### config.mk
export PLATFORM = sky130hd
export DESIGN_NAME = cmd_stream_dma
export DESIGN_NICKNAME = d
export VERILOG_FILES = /design/src/rtl/cmd_stream_dma_pkg.sv /design/src/rtl/axis_skid_buffer.sv /design/src/rtl/cmd_stream_dma.sv
export SDC_FILE = /design/constraint.sdc
export NUM_CORES = 1
export LEC_CHECK = 0
export CORE_MARGIN = 2
export CORE_UTILIZATION = 45
export CTS_CLUSTER_DIAMETER = 50
export CTS_CLUSTER_SIZE = 14
export DETAILED_ROUTE_END_ITERATION = 7
export PLACE_DENSITY = 0.78
export SETUP_SLACK_MARGIN = 0.15
export SLEW_MARGIN = 20
export SYNTH_ARGS = -nofsm -noshare
export SYNTH_HDL_FRONTEND = slang
export SYNTH_SLANG_ARGS = --single-unit
### constraint.sdc
create_clock -name aclk -period 8.4 [get_ports aclk]
set_input_delay 0.84 -clock aclk [delete_from_list [all_inputs] [get_ports aclk]]
set_output_delay 0.84 -clock aclk [all_outputs]
set_load 0.02 [all_outputs]
### src/rtl/cmd_stream_dma_pkg.sv
// Shared AXI constants, FSM state type and burst-sizing helper for the command-stream DMA.
package cmd_stream_dma_pkg;

  localparam logic [1:0]  AxiBurstIncr = 2'b01;
  localparam logic [1:0]  AxiRespOkay  = 2'b00;
  localparam logic [3:0]  AxiArCache   = 4'b0011;
  localparam int unsigned Axi4kBytes   = 4096;

  typedef enum logic [1:0] {
    StIdle,
    StAddr,
    StData
  } dma_state_e;

  // Beats in the next burst: capped by what is left, the burst limit and the 4 KiB page end.
  function automatic int unsigned burst_beats(input int unsigned remaining,
                                              input int unsigned page_offset,
                                              input int unsigned size_log2,
                                              input int unsigned max_burst);
    int unsigned beats;
    beats = (Axi4kBytes - page_offset) >> size_log2;
    if (remaining < beats) beats = remaining;
    if (max_burst < beats) beats = max_burst;
    return beats;
  endfunction

endpackage

### src/rtl/axis_skid_buffer.sv
// Two-entry register FIFO between the AXI R channel and the command stream; outputs are
// driven purely from state so valid never depends on the downstream ready.
module axis_skid_buffer #(
  parameter int unsigned DATA_WIDTH = 64
) (
  input  logic                  clk,
  input  logic                  rst,
  input  logic                  s_valid,
  output logic                  s_ready,
  input  logic [DATA_WIDTH-1:0] s_data,
  input  logic                  s_last,
  output logic                  m_valid,
  input  logic                  m_ready,
  output logic [DATA_WIDTH-1:0] m_data,
  output logic                  m_last
);

  logic [DATA_WIDTH:0] mem_q [2];
  logic                wr_ptr_q;
  logic                rd_ptr_q;
  logic [1:0]          count_q;
  logic                push;
  logic                pop;

  assign s_ready = (count_q != 2'd2);
  assign m_valid = (count_q != 2'd0);
  assign push    = s_valid && s_ready;
  assign pop     = m_valid && m_ready;

  assign m_data  = mem_q[rd_ptr_q][DATA_WIDTH-1:0];
  // Stale entries may carry last=1; never show it without valid.
  assign m_last  = m_valid && mem_q[rd_ptr_q][DATA_WIDTH];

  always_ff @(posedge clk or posedge rst) begin
    if (rst) begin
      mem_q[0] <= '0;
      mem_q[1] <= '0;
      wr_ptr_q <= 1'b0;
      rd_ptr_q <= 1'b0;
      count_q  <= 2'd0;
    end else begin
      if (push) begin
        mem_q[wr_ptr_q] <= {s_last, s_data};
      end
      wr_ptr_q <= wr_ptr_q ^ push;
      rd_ptr_q <= rd_ptr_q ^ pop;
      count_q  <= count_q + 2'(push) - 2'(pop);
    end
  end

endmodule

### src/rtl/cmd_stream_dma.sv
// Reads a linear region over AXI4 one burst at a time and forwards the data as a single
// command stream packet, with tlast marking only the final beat of the whole transfer.
module cmd_stream_dma
  import cmd_stream_dma_pkg::*;
#(
  parameter int unsigned DATA_WIDTH = 64,
  parameter int unsigned ADDR_WIDTH = 25,
  parameter int unsigned ID_WIDTH   = 8,
  parameter int unsigned LEN_WIDTH  = 20,
  parameter int unsigned MAX_BURST  = 256
) (
  input  logic                  aclk,
  input  logic                  rst,
  input  logic                  start,
  input  logic [ADDR_WIDTH-1:0] start_addr,
  input  logic [LEN_WIDTH-1:0]  start_len,
  output logic                  busy,
  output logic                  done,
  output logic                  error,
  output logic [ID_WIDTH-1:0]   m_axi_arid,
  output logic [ADDR_WIDTH-1:0] m_axi_araddr,
  output logic [7:0]            m_axi_arlen,
  output logic [2:0]            m_axi_arsize,
  output logic [1:0]            m_axi_arburst,
  output logic                  m_axi_arlock,
  output logic [3:0]            m_axi_arcache,
  output logic [2:0]            m_axi_arprot,
  output logic                  m_axi_arvalid,
  input  logic                  m_axi_arready,
  input  logic [ID_WIDTH-1:0]   m_axi_rid,
  input  logic [DATA_WIDTH-1:0] m_axi_rdata,
  input  logic [1:0]            m_axi_rresp,
  input  logic                  m_axi_rlast,
  input  logic                  m_axi_rvalid,
  output logic                  m_axi_rready,
  output logic                  m_cmd_axis_tvalid,
  output logic                  m_cmd_axis_tlast,
  output logic [DATA_WIDTH-1:0] m_cmd_axis_tdata,
  input  logic                  m_cmd_axis_tready
);

  localparam int unsigned BytesPerBeat = DATA_WIDTH / 8;
  localparam int unsigned SizeLog2     = $clog2(BytesPerBeat);

  dma_state_e            state_q, state_d;
  logic [ADDR_WIDTH-1:0] addr_q, addr_d;
  logic [LEN_WIDTH-1:0]  remaining_q, remaining_d;
  logic                  error_q, error_d;
  logic                  done_q, done_d;
  int unsigned           beats;

  logic                  skid_in_valid;
  logic                  skid_in_ready;
  logic                  skid_in_last;
  logic                  r_hs;
  logic                  t_hs;
  logic                  unused_rid;

  assign unused_rid = ^m_axi_rid;

  // addr/remaining only move on the AR handshake, so the AR fields stay stable while waiting.
  always_comb begin
    beats = burst_beats(32'(remaining_q), 32'(addr_q[11:0]), SizeLog2, MAX_BURST);
  end

  assign m_axi_arvalid = (state_q == StAddr);
  assign m_axi_araddr  = addr_q;
  assign m_axi_arlen   = 8'(beats - 32'd1);
  assign m_axi_arsize  = 3'(SizeLog2);
  assign m_axi_arburst = AxiBurstIncr;
  assign m_axi_arid    = '0;
  assign m_axi_arlock  = 1'b0;
  assign m_axi_arcache = AxiArCache;
  assign m_axi_arprot  = 3'b000;

  assign skid_in_valid = (state_q == StData) && m_axi_rvalid;
  assign m_axi_rready  = (state_q == StData) && skid_in_ready;
  // remaining is already decremented at AR time, so zero here means the final burst.
  assign skid_in_last  = m_axi_rlast && (remaining_q == '0);
  assign r_hs          = m_axi_rvalid && m_axi_rready;
  assign t_hs          = m_cmd_axis_tvalid && m_cmd_axis_tready;

  assign busy  = (state_q != StIdle);
  assign done  = done_q;
  assign error = error_q;

  always_comb begin
    state_d     = state_q;
    addr_d      = addr_q;
    remaining_d = remaining_q;
    done_d      = 1'b0;
    error_d     = error_q | (r_hs && (m_axi_rresp != AxiRespOkay));
    unique case (state_q)
      StIdle: begin
        if (start) begin
          if (start_len != '0) begin
            addr_d      = start_addr;
            remaining_d = start_len;
            error_d     = 1'b0;
            state_d     = StAddr;
          end else begin
            done_d = 1'b1;
          end
        end
      end
      StAddr: begin
        if (m_axi_arready) begin
          addr_d      = addr_q + ADDR_WIDTH'(beats << SizeLog2);
          remaining_d = remaining_q - LEN_WIDTH'(beats);
          state_d     = StData;
        end
      end
      StData: begin
        if (r_hs && m_axi_rlast && (remaining_q != '0)) begin
          state_d = StAddr;
        end else if (t_hs && m_cmd_axis_tlast) begin
          state_d = StIdle;
          done_d  = 1'b1;
        end
      end
      default: state_d = StIdle;
    endcase
  end

  always_ff @(posedge aclk or posedge rst) begin
    if (rst) begin
      state_q     <= StIdle;
      addr_q      <= '0;
      remaining_q <= '0;
      error_q     <= 1'b0;
      done_q      <= 1'b0;
    end else begin
      state_q     <= state_d;
      addr_q      <= addr_d;
      remaining_q <= remaining_d;
      error_q     <= error_d;
      done_q      <= done_d;
    end
  end

  axis_skid_buffer #(
    .DATA_WIDTH(DATA_WIDTH)
  ) u_skid (
    .clk    (aclk),
    .rst    (rst),
    .s_valid(skid_in_valid),
    .s_ready(skid_in_ready),
    .s_data (m_axi_rdata),
    .s_last (skid_in_last),
    .m_valid(m_cmd_axis_tvalid),
    .m_ready(m_cmd_axis_tready),
    .m_data (m_cmd_axis_tdata),
    .m_last (m_cmd_axis_tlast)
  );

endmodule

---- Word-level counts from Yosys, hierarchy flattened ----
Index checks and enable logic that the tools add are counted.
word-level totals
  register bits after elaboration ......... 183
  input bits .............................. 126
  logic and storage cells ................. 85
operators by class
  equality and inequality tests ........... 7
  $add $sub $neg .......................... 6
  reductions and logical operators ........ 22
  $lt $le $gt $ge ......................... 5
  bitwise operators ....................... 5
  multiplexer cells ....................... 30
operators by type and width
  operator                count
  $mux 65                 4
  $bwmux 130              1
  $mux 25                 3
  $demux 65 s1            1
  $mux 20                 3
  $pmux 25 s2             1
  $pmux 20 s2             1
  $reduce_bool 20->1      2
  $lt 20x29->1            1
  $lt 9x29->1 const A     1
  $mux 29                 1
  $add 25x25->25          1
  $mux 22                 1
  $logic_not 20->1        1
  $sub 20x20->20          1
  $sub 13x12->14 const A  1
  $logic_and 1x1->1       12
  $mux 2                  5
  $reduce_and 4->1        2
  $reduce_bool 2->1       4
  $sub 8x1->8 const B     1
  $mux 1                  7
  $ne 2x2->1 const B      3
  $pmux 2 s3              1
  13 further kinds        16

---- Logic depth before layout (Yosys ltp) ----
  word-level depth ........................ 9
  mapped depth ............................ 29
  mapped depth without buffers ............ 26

---- Cells and area by module ----
Synthesis repeated with hierarchy kept, for this count alone.
unflattened totals
  cell total of the unflattened synthesis .. 1009
  area, all modules ....................... 11170.7 um^2
by module, submodules not included
  module            instances  cells an instance  area each (um^2)  seq. area each (um^2)
  axis_skid_buffer  1          368                6017.0            3353.2
  cmd_stream_dma    1          641                5153.7            1226.2

---- Worst setup path after synthesis ----
No wires, ideal clock.
  path kind ............................... register to register
  from .................................... register addr_q[3], in the netlist m_axi_araddr[3]
  to ...................................... register remaining_q[18]
  cell stages (with the launch flop) ...... 28
  setup slack ............................. 1.903 ns
  clock period less this slack ............ 6.497 ns
  arrival ................................. 6.403 ns
  library setup time ...................... 0.094 ns
  buffers on the path ..................... 3
  cell sequence ........................... dfrtp_1 nor4_4 nand2b_2 or4_1 or2_1 buf_6 or4_1 ha_1 nand4b_1 or4_1 o21ai_4 buf_6 buf_4 nand2_1 o31a_1 nor2_1 ha_1 inv_1 fa_1 a21o_1 a21o_1 a211oi_2 o31ai_1 a31o_2 a311o_1 a21oi_1 xor2_1 a211oi_1
on the way
  longest elaborated chain between the ends .. 8
ends and longest elaborated chain
  element                 RTL line                  text
  start, declared         cmd_stream_dma.sv:46      logic [ADDR_WIDTH-1:0] addr_q, addr_d;
  start signal, assigned  cmd_stream_dma.sv:134     addr_q <= addr_d;
  $sub 13x12->14 *        cmd_stream_dma_pkg.sv:21  beats = (Axi4kBytes - page_offset) >> size_log2;
  $lt 20x29->1            cmd_stream_dma_pkg.sv:22  if (remaining < beats) beats = remaining;
  $mux 29 *               cmd_stream_dma_pkg.sv:22
  $lt 9x29->1             cmd_stream_dma_pkg.sv:23  if (max_burst < beats) beats = max_burst;
  $mux 22 *               cmd_stream_dma_pkg.sv:23
  $sub 20x20->20 *        cmd_stream_dma.sv:109     remaining_d = remaining_q - LEN_WIDTH'(beats);
  $mux 20 *               cmd_stream_dma.sv:107     if (m_axi_arready) begin
  $pmux 20 s2 *           cmd_stream_dma.sv:93      unique case (state_q)
  end signal, assigned    cmd_stream_dma.sv:135     remaining_q <= remaining_d;
  end, declared           cmd_stream_dma.sv:47      logic [LEN_WIDTH-1:0] remaining_q, remaining_d;
Every way passes the cells marked *; elsewhere a longest branch is shown, timed or not. The select of a mux whose other input is x is not followed.
A chain may end at the register's enable or synchronous reset.

---- Final worst setup path ----
  from .................................... register addr_q[3], in the netlist m_axi_araddr[3]
  to ...................................... register addr_q[23], in the netlist m_axi_araddr[23]
on the way
  longest elaborated chain between the ends .. 8
ends and longest elaborated chain
  element           RTL line                  text
  $sub 13x12->14    cmd_stream_dma_pkg.sv:21
  $lt 20x29->1      cmd_stream_dma_pkg.sv:22
  $mux 29           cmd_stream_dma_pkg.sv:22
  $lt 9x29->1       cmd_stream_dma_pkg.sv:23
  $mux 22           cmd_stream_dma_pkg.sv:23
  $add 25x25->25 *  cmd_stream_dma.sv:108     addr_d = addr_q + ADDR_WIDTH'(beats << SizeLog2);
  $mux 25 *         cmd_stream_dma.sv:107
  $pmux 25 s2 *     cmd_stream_dma.sv:93
Marks and branches as above.

==> results.toml <==
[detailed_routing]
via_per_inst = 5.38
wirelength_microns = 27200
ant_nets = 0
drtIter0Drc = 382
vias = 8402
avgRoutedWirePerCell_microns = 17.4
first_pass_iters = 5
drc = 0

[synthesis]
synth_ff_type = "dfrtp_1"
synth_compound_area_frac = 0.128
yosysWarnings = 0
synth_edf_count = 0
synthXorXnorAreaFrac = 0.0374
ys_seq_area_frac = 0.424
synth-simple-area-share = 0.0919
yosys.area_share.adder = 0.0651
synth_top_family_by_area = "multiplexers"
synthesis.area_sq_um = 10800
synth-seq-cells = 183
yosys-mux-area-fraction = 0.210
async_flop_share = 1.00
syn_avg_cell_area_sq_um = 10.8
syn_inst = 1000
yosysUniqueCellTypes = 71

[global_route]
grt_overflow = 0
grt_max_degree = 68
track_usage = 0.216
grt_pass1_wl_microns = 44600
grt_pass1_vias = 8639
antenna_found_initial = 4

[power]
power_density_nw_per_um2 = 441
vdd_drop_max_mv = 0.224
p_leak_nw = 6.00

[status]
status = "complete, no violations"

[clock_tree]
cts_max_path_buffers = 2
cts_resized = 0
postCtsSetupBuffers = 0
insertion_delay_ps = 450
h-tree-depth = 4
cts_hold_buf = 0
clock-sinks = 183
clk_pin_slew_ps = 80
cts_root_buf = "clkbuf_16"
cts_buffers = 17
cts_tree = "yes"

[setup_path]
arrival_ps = 7580
slowest_delay_ps = 560
worst-setup-path-type = "reg2reg"
endpoint_kind = "register"
cp-start-kind = "register"
cp_slowest_cell = "mux2i_1"
crit_fanout = 7
worstPathRequired_ps = 8680
crit_top_cell = "or4_1"
crit_chain = "nor4_4 -> nand2b_2 -> or4_1 -> or2_1 -> or4_1 -> ha_1 -> nand4b_1 -> or4_1 -> o21ai_4 -> mux2i_1 -> inv_2 -> nand2b_1 -> inv_1 -> fa_1 -> a211oi_1 -> nor2_1 -> o31ai_1 -> a211oi_1 -> o31ai_1 -> a21oi_1 -> o41ai_1 -> a21oi_1 -> a2bb2oi_1"

[sta]
fin_crit_ps = 7300
maxSlewHeadroom = 0.358
final.setup.tns_ps = 0
rsz0062_at_grt = "false"
setup_viol = 0
skew_ps = 13.7
finalHoldViolations = 0
tightest_slew_ps = 962
fmax_mhz = 137
fin_crit_sh = 0.868
slew_viol_final = 0

[placement]
dp_hpwl_microns = 19400
io_buffers = 221
dp.cells = 1526
gp_congestion = 0.850

[final_layout]
final_common_cell = "clkdlybuf4s50_1"
syn_to_final_growth_pct = 29.3
most-common-layout-cells = "221 x clkdlybuf4s50_1, 197 x mux2_2, 182 x dfrtp_1"
stdcell_count = 1562
drive_above_1_share = 0.211
finalNetCount = 1407

[floorplanning]
die_area_sq_um = 25300
ios = 251
initial_utilization = 0.459
core_region_area_sq_um = 23500
die_w_microns = 159
rows = 56
die_h_microns = 159

[min_path]
min_path_type = "reg2reg"

[flow_run]
drv_cap = 0
layer usage:
metal / routed length (microns) / GRT usage
met4: 710 / 0.0855
met1: 11700 / 0.267
met3: 1400 / 0.0475
met5: 0 / 0
met2: 13400 / 0.371
flip-flops by register name, summed over array words and instances (netlist names):
signal / flops
done: 1
error: 1
state_q: 2
remaining_q: 20
u_skid.wr_ptr_q: 1
m_axi_araddr: 25
u_skid.count_q: 2
u_skid.rd_ptr_q: 1
u_skid.mem_q: 130
stage by stage:
step | utilization | area, sq um | worst slack (ps) | total power [W] | hold slack [ps]
detailed placement | 0.565 | 13300 | 1290 | 0.00526 | 481
global route | 0.593 | 14000 | 501 | 0.00659 | 517
finish | 0.593 | 14000 | 1100 | 0.00615 | 496
floorplan | - | 10900 | 1900 | 0.00406 | 468
global placement | 0.565 | 13300 | 1370 | 0.00518 | 476
CTS | 0.593 | 14000 | 1220 | 0.00618 | 501
cell families after synthesis:
group | count (synthesis)
buffers and inverters | 96
XOR/XNOR | 44
AO/OA/AOI/OAI | 210
other | 2
multiplexers | 202
flip-flops | 183
adder cells (fa/ha/maj) | 55
AND/OR/NAND/NOR | 208
worst paths after layout:
check	from	to	slack [ps]	cells past startpoint
min in group asynchronous	rst	m_axi_araddr[22]	860	2
setup reg to reg	m_axi_araddr[3]	m_axi_araddr[23]	1100	23
hold reg to reg	error	error	500	1
max in group asynchronous	rst	u_skid.mem_q[8]	6260	3
hold / removal	error	error	500	1
setup / recovery	m_axi_araddr[3]	m_axi_araddr[23]	1100	23
worst max-delay path, delay by kind of cell, from the launching register on:
kind                       cells  cell delay [ps]
AOI/OAI and AO/OA              9             2200
adders and majority gates      2              670
buffers and inverters          2              300
DFF                            1              470
muxes                          1              560
and+or+nand+nor                9             2920
report_power, final:
group | leakage, nW | switching [W] | internal (W)
clock | 0.313 | 0.000454 | 0.000429
sequential | 2.22 | 0.000337 | 0.00131
combinational | 3.46 | 0.00183 | 0.00180
total | 6.00 | 0.00262 | 0.00353
Yosys cell counts, types with 3 or more instances:
| cell | n | area share |
|---|---|---|
| a221oi_1 | 3 | 0.0024 |
| nand2b_1 | 5 | 0.0029 |
| clkbuf_1 | 35 | 0.012 |
| o21bai_1 | 6 | 0.0042 |
| nor2_1 | 62 | 0.022 |
| o211ai_1 | 5 | 0.0035 |
| o21ai_1 | 4 | 0.0019 |
| o31ai_1 | 10 | 0.0070 |
| o22ai_1 | 19 | 0.011 |
| xnor2_1 | 29 | 0.024 |
| mux2_2 | 197 | 0.21 |
| nor3_1 | 14 | 0.0065 |
| or4_1 | 6 | 0.0042 |
| o31a_1 | 4 | 0.0032 |
| ha_1 | 53 | 0.061 |
| a31oi_1 | 4 | 0.0023 |
| a21o_1 | 18 | 0.013 |
| nand4_1 | 4 | 0.0023 |
| nor2b_1 | 4 | 0.0023 |
| mux2i_1 | 5 | 0.0046 |
| a31o_2 | 3 | 0.0024 |
| nor4_1 | 7 | 0.0041 |
| buf_4 | 22 | 0.015 |
| a211oi_1 | 11 | 0.0076 |
| o21ai_0 | 44 | 0.020 |
| and2_1 | 4 | 0.0023 |
| inv_1 | 30 | 0.010 |
| nor3b_1 | 3 | 0.0021 |
| xor2_1 | 14 | 0.011 |
| dfrtp_1 | 183 | 0.42 |
| a21oi_1 | 44 | 0.020 |
| o2111ai_1 | 3 | 0.0024 |
| nand2_1 | 70 | 0.024 |
| or3_1 | 4 | 0.0023 |
| nand3_1 | 7 | 0.0032 |
| and3_1 | 5 | 0.0029 |
| o21a_1 | 13 | 0.0090 |
cell type report:
class	instances	area (sq um)
multi-input cells	761	5920
clock buffers	17	425
flip-flops and latches	183	4580
repair buffers	230	2280
inverters	33	129
clock inverters	15	226
fillers	1963	9580
diodes	4	10.0
well taps	319	399
Power figures use the tool's default switching activity.
